`config.mk`:
```
export PLATFORM = sky130hd
export DESIGN_NAME = scan_mux
export DESIGN_NICKNAME = d
export VERILOG_FILES = /design/src/rtl/scan_mux.sv
export SDC_FILE = /design/constraint.sdc
export NUM_CORES = 1
export LEC_CHECK = 0
export ABC_CLOCK_PERIOD_IN_PS = 1900
export BUFFER_PORTS_ARGS = -buffer_cell sky130_fd_sc_hd__buf_2
export CAP_MARGIN = 20
export CORE_ASPECT_RATIO = 1.2
export CORE_MARGIN = 2
export CORE_UTILIZATION = 50
export CTS_CLUSTER_DIAMETER = 30
export DETAILED_ROUTE_END_ITERATION = 16
export HOLD_SLACK_MARGIN = 0.02
export PLACE_DENSITY_LB_ADDON = 0.12
export SETUP_SLACK_MARGIN = 0.1
export SLEW_MARGIN = 20
export SYNTH_ARGS = -nofsm -noshare
export SYNTH_HDL_FRONTEND = slang
export SYNTH_SLANG_ARGS = --single-unit
```
`constraint.sdc`:
```
create_clock -name clk -period 1.9 [get_ports clk]
set_input_delay 0.38 -clock clk [delete_from_list [all_inputs] [get_ports clk]]
set_output_delay 0.38 -clock clk [all_outputs]
set_load 0.005 [all_outputs]
```
`src/rtl/scan_mux.sv`:
```
// Registered channel multiplexer with manual select and auto-scan modes.
// Auto-scan dwells DWELL cycles per channel and pulses wrap on return to channel 0.
module scan_mux #(
   parameter  int N     = 4,
   parameter  int W     = 1,
   parameter  int DWELL = 4,
   localparam int SW    = ($clog2(N) > 1) ? $clog2(N) : 1
) (
   input  logic           clk,
   input  logic           rst,
   input  logic [N*W-1:0] i,
   input  logic [SW-1:0]  s,
   input  logic           mode,
   input  logic           en,
   output logic [W-1:0]   y,
   output logic [SW-1:0]  ch,
   output logic           valid,
   output logic           wrap,
   output logic           err
);

   typedef enum logic [1:0] {IDLE, MAN, SCAN} state_t;

   localparam logic [7:0]    DLAST = 8'(DWELL - 1);
   localparam logic [SW-1:0] ILAST = SW'(N - 1);

   state_t        r_state, w_state_next;
   logic [W-1:0]  r_y, w_y_next;
   logic [SW-1:0] r_ch, w_ch_next;
   logic          r_valid, w_valid_next;
   logic          r_wrap, w_wrap_next;
   logic          r_err, w_err_next;
   logic [SW-1:0] r_idx, w_idx_next;
   logic [7:0]    r_dcnt, w_dcnt_next;

   logic [W-1:0]  w_chan [N];
   logic [SW-1:0] w_scan_idx;
   logic [7:0]    w_scan_dcnt;
   logic          w_s_ok;

   generate
      for (genvar gi = 0; gi < N; gi++) begin : g_chan
         assign w_chan[gi] = i[gi*W +: W];
      end
   endgenerate

   // Entering SCAN from another state always starts from channel 0, dwell 0.
   assign w_scan_idx  = (r_state == SCAN) ? r_idx  : '0;
   assign w_scan_dcnt = (r_state == SCAN) ? r_dcnt : '0;
   assign w_s_ok      = (int'(s) < N);

   always_ff @(posedge clk or posedge rst) begin
      if (rst) begin
         r_state <= IDLE;
         r_y     <= '0;
         r_ch    <= '0;
         r_valid <= 1'b0;
         r_wrap  <= 1'b0;
         r_err   <= 1'b0;
         r_idx   <= '0;
         r_dcnt  <= '0;
      end else begin
         r_state <= w_state_next;
         r_y     <= w_y_next;
         r_ch    <= w_ch_next;
         r_valid <= w_valid_next;
         r_wrap  <= w_wrap_next;
         r_err   <= w_err_next;
         r_idx   <= w_idx_next;
         r_dcnt  <= w_dcnt_next;
      end
   end

   always_comb begin
      w_state_next = r_state;
      w_y_next     = r_y;
      w_ch_next    = r_ch;
      w_valid_next = 1'b0;
      w_wrap_next  = 1'b0;
      w_err_next   = r_err;
      w_idx_next   = r_idx;
      w_dcnt_next  = r_dcnt;

      if (!en) begin
         w_state_next = IDLE;
      end else if (!mode) begin
         w_state_next = MAN;
         if (w_s_ok) begin
            w_y_next     = w_chan[s];
            w_ch_next    = s;
            w_valid_next = 1'b1;
            w_err_next   = 1'b0;
         end else begin
            w_err_next   = 1'b1;
         end
      end else begin
         w_state_next = SCAN;
         w_y_next     = w_chan[w_scan_idx];
         w_ch_next    = w_scan_idx;
         w_valid_next = 1'b1;
         w_err_next   = 1'b0;
         // Channel 0 at dwell 0 while already scanning can only follow channel N-1.
         w_wrap_next  = (r_state == SCAN) && (w_scan_idx == '0) && (w_scan_dcnt == '0);
         if (w_scan_dcnt == DLAST) begin
            w_dcnt_next = '0;
            w_idx_next  = (w_scan_idx == ILAST) ? '0 : w_scan_idx + SW'(1);
         end else begin
            w_dcnt_next = w_scan_dcnt + 8'd1;
            w_idx_next  = w_scan_idx;
         end
      end
   end

   assign y     = r_y;
   assign ch    = r_ch;
   assign valid = r_valid;
   assign wrap  = r_wrap;
   assign err   = r_err;

endmodule
```
# Word-level counts from Yosys, hierarchy flattened
# Index checks and enable logic that the tools add are counted.
[word_totals] register_bits=17 in_bits=10 out_inout_bits=6 wordCells=39
[op_classes] n_addsub=2 n_lt_le_gt_ge=2 n_eq_ne=3 muxes=18 bitwise_logic=2 n_reduce_logical=5
[ops] operator="8-bit two-way mux" n=2
[ops] operator="2-bit two-way mux" n=6
[ops] operator="8-bit by 1-bit adder with 8-bit output (second input constant)" n=1
[ops] operator="8-bit by 2-bit == test with 1-bit output (second input constant)" n=1
[ops] operator="8-bit logical NOT" n=1
[ops] operator="1-bit two-way mux" n=8
[ops] operator="3-bit greater-or-equal comparator (second input constant)" n=2
[ops] operator="2-bit inverter with 3-bit output" n=2
[ops] operator="1-bit binary-select mux with 2-bit select" n=2
[ops] operator="2-bit == test (second input constant)" n=2
[ops] operator="2-bit by 1-bit adder with 2-bit output (second input constant)" n=1
[ops] operator="1-bit logical AND" n=2
[ops] operator="2-bit logical NOT" n=1
[ops] operator="2-bit AND reduction" n=1

# Depth between registers and ports, before layout
[depth] word_depth=7 ltp_mapped=6 mapped_depth_nobuf=5

# Worst setup path before layout
# Ideal clock, no wire load.
[synth_path] path_type="register -> register" from="reg r_state[0]" to="reg r_idx[1]" setup_time_ps=121 t_arrival_ps=1298 required_ps=1779 slack_ps=481 stages_incl_launch_ff=6 path_buffers=1 synth_period_minus_slack_ps=1419 path_cell_list="dfrtp_1 -> and2b_1 -> buf_2 -> nand2_1 -> ha_1 -> a22o_1"
[synth_between] elab_chain_cells=5 elab_cells_between_ends=8 classes_between="1 x add/sub; 3 x eq/ne; 4 x mux"
[synth_lines] item="start: declaration" line_no="27" text="state_t r_state, w_state_next;"
[synth_lines] item="start signal: assignment" line_no="63" text="r_state <= w_state_next;"
[synth_lines] item="2-bit == test *" line_no="48, 49"
[synth_lines] item="2-bit two-way mux" line_no="48" text="assign w_scan_idx = (r_state == SCAN) ? r_idx : '0;"
[synth_lines] item="2-bit by 1-bit adder with 2-bit output or 2-bit == test (tied branches)" line_no="106" text="w_idx_next = (w_scan_idx == ILAST) ? '0 : w_scan_idx + SW'(1);"
[synth_lines] item="2-bit two-way mux" line_no="106"
[synth_lines] item="2-bit two-way mux *" line_no="104" text="if (w_scan_dcnt == DLAST) begin"
[synth_lines] item="end signal: assignment" line_no="69" text="r_idx <= w_idx_next;"
[synth_lines] item="end: declaration" line_no="33" text="logic [SW-1:0] r_idx, w_idx_next;"
# Mark *: on every way between the ends. The rest lies on a longest branch, timed or not.
# A chain may end at the register's enable or synchronous reset.

# Final worst setup path
# Ends and elaborated chain as after synthesis.

==> results.sh <==
export IMPL_holdWs_ps=156
export IMPL_synth_area_um2=927
export IMPL_cap_violations=0
export IMPL_synth_top_cell_area_share_pct=45.9
export IMPL_n_antenna_cell=0
export IMPL_syn_area_per_cell_um2=9.56
export IMPL_irDropWorstVdd_uv=461
export IMPL_fin_worst_skew_ps=1.87
export IMPL_netlist_top_cells_area="dfrtp_1, nand2_1, a21oi_1"
export IMPL_grt_pass1_vias=741
export IMPL_clock_path_buffers=2
export IMPL_finalSetupTns_ps=0
export IMPL_outcome="completed"
export IMPL_root_buffer="clkbuf_4"
export IMPL_synth_most_common_cell="dfrtp_1"
export IMPL_cts_hold_buffers=0
export IMPL_ys_ff_latch=17
export IMPL_period_minus_slack_ps=1520
export IMPL_fillers=173
export IMPL_cts_sinks=17
export IMPL_slowest_delay_ps=410
export IMPL_crit_start="r_state[0]"
export IMPL_portBuffers=14
export IMPL_slowest_stage="and2b_1"
export IMPL_avgViaCountPerCell=5.72
export IMPL_num_vias=755
export IMPL_cp_required_ps=2080
export IMPL_p_leak_nw=0.484
export IMPL_dieArea_mm2=0.00222
export IMPL_async_flop_share_pct=100
export IMPL_h_tree_depth=1
export IMPL_timing_rr_start="r_state[0]"
export IMPL_clk_pin_slew_worst_paths_ps=100
export IMPL_dp_hpwl_um=1400
export IMPL_syn2layout_area_growth_pct=12.0
export IMPL_clk_latency_ps=280
export IMPL_cp_end_kind="flip-flop"
export IMPL_io_pins=16
export IMPL_wire_per_inst_um=13.7
export IMPL_crit_arrival_ps=1700
export IMPL_cts_resized=0
export IMPL_setup_violations=0
export IMPL_cts_tree="done"
export IMPL_nets=126
export IMPL_place_congestion=0.836
export IMPL_remaining_drc_errors=0
export IMPL_ant_nets=0
export IMPL_synth_main_ff_cell="dfrtp_1"
export IMPL_die_x_um=43.3
export IMPL_power_density_mw_per_mm2=697
export IMPL_cts_made_buffers=3
export IMPL_worstSetupStartpointType="flip-flop"
export IMPL_core_mm2=0.00179
export IMPL_drtIter0Drc=7
export IMPL_cp_max_fo=11
export IMPL_final_max_slew_violation_count=0
export IMPL_synth_edff_count=0
export IMPL_grt_usage_pct=20.2
export IMPL_synthCells=97
export IMPL_path_class="reg -> reg"
export IMPL_timing_final_crit_share_pct=79.8
export IMPL_synth_common_cells="dfrtp_1, nand2_1, a21oi_1, nor2_1"
export IMPL_cts_setup_buffers=0
export IMPL_synth_fp_nets=109
export IMPL_overflow=0
export IMPL_worst_pin_slew_ps=630
export IMPL_yosys_area_top_type="dfrtp_1"
export IMPL_yosysWarnings=0
export IMPL_seq_area_frac_synth_pct=45.9
export IMPL_rows=17
export IMPL_hold_class="in -> async"
export IMPL_antenna_found_initial=0
export IMPL_path_cells="and2b_1 > nand2_1 > ha_1 > a22o_1"
export IMPL_grt_max_degree=18
export IMPL_place_inst=128
export IMPL_fin_cells=132
export IMPL_slew_headroom_pct=57.9
export IMPL_final_layout_size_suffix_gt1_share_pct=27.4
export IMPL_rsz0062_at_grt="no"
export IMPL_die_y_um=51.2
export IMPL_synth_cell_types=35
export IMPL_routed_wl_um=1810
export IMPL_first_pass_iters=4
export IMPL_fmax_mhz=660
export IMPL_grt_pass1_wl_um=3260
export IMPL_start_util_pct=51.9
export IMPL_finalHoldViolCount=0
==> final cells by class <==
cell class                      instances  area (um2)  share of cell area (%)
Multi-Input combinational cell         72         460                    44.3
Sequential cell                        17         425                    41.0
Timing Repair Buffer                   15        77.6                    7.47
Inverter                                5        23.8                    2.29
Tap cell                               19        23.8                    2.29
Clock buffer                            3        22.5                    2.17
Clock inverter                          1        5.00                   0.482
==> flip-flops by register name, indices dropped and copies added (netlist names) <==
| name | cells |
|---|---|
| ch | 2 |
| r_dcnt | 8 |
| r_idx | 2 |
| r_state | 2 |
| valid | 1 |
| wrap | 1 |
| y | 1 |
==> kinds of logic after synthesis <==
family          after synthesis  synth area share, %
compound gates               26                 18.6
fa+ha+maj                     2                 2.70
buf+inv                       8                 4.45
flops                        17                 45.9
mux                           3                 3.91
other cells                   1                0.404
simple gates                 40                 24.0
==> through the flow <==
stage                     worst slack [ps]  power (mW)  instance area, um2  utilization, %
after CTS                              370       0.734                1040            58.1
after global routing                   240       0.765                1040            58.1
after floorplan                        481       0.498                 927               -
final                                  384       0.724                1040            58.1
after global placement                 382       0.537                1010            56.6
after detailed placement               393       0.541                1010            56.6
==> power by group <==
part / switching [mW] / internal (mW)
logic: 0.0652 / 0.0471
clock network: 0.112 / 0.0782
registers: 0.0330 / 0.388
==> metal layers <==
layer | global-route usage, % | up-vias | wire [um]
met1 | 23.9 | 350 | 752
li1 | - | 385 | -
met3 | 4.24 | 2 | 78
met2 | 34.3 | 18 | 954
met5 | 0 | - | 0
met4 | 9.60 | 0 | 26
==> placed cells by master, fill, tap and decap left out, types with 3 or more instances in the layout <==
master	Yosys	final
nor2_1	7	7
nor3_1	5	5
nand2_1	13	13
o21ai_0	3	3
clkbuf_4	0	3
nor2b_1	3	3
a21oi_1	7	7
dfrtp_1	17	17
a31oi_1	5	5
inv_1	4	4
buf_2	2	14
==> critical path: cells and delay by family, from the launching register on <==
family                     cells  cell delay (ps)
AOI/OAI and AO/OA              1              200
DFF                            1              380
adders and majority gates      1              290
and+or+nand+nor                2              540
==> final timing paths <==
| path | depth (start not counted) | endpoint | slack, ps |
|---|---|---|---|
| setup / recovery | 4 | r_idx[1] | 380 |
| hold / removal | 2 | valid | 160 |
| setup reg to reg | 4 | r_idx[1] | 380 |
| hold reg to reg | 1 | r_dcnt[7] | 530 |
| max in group asynchronous | 2 | wrap | 1340 |
| min in group clk | 1 | valid | 300 |
Power figures use the tool's default switching activity.
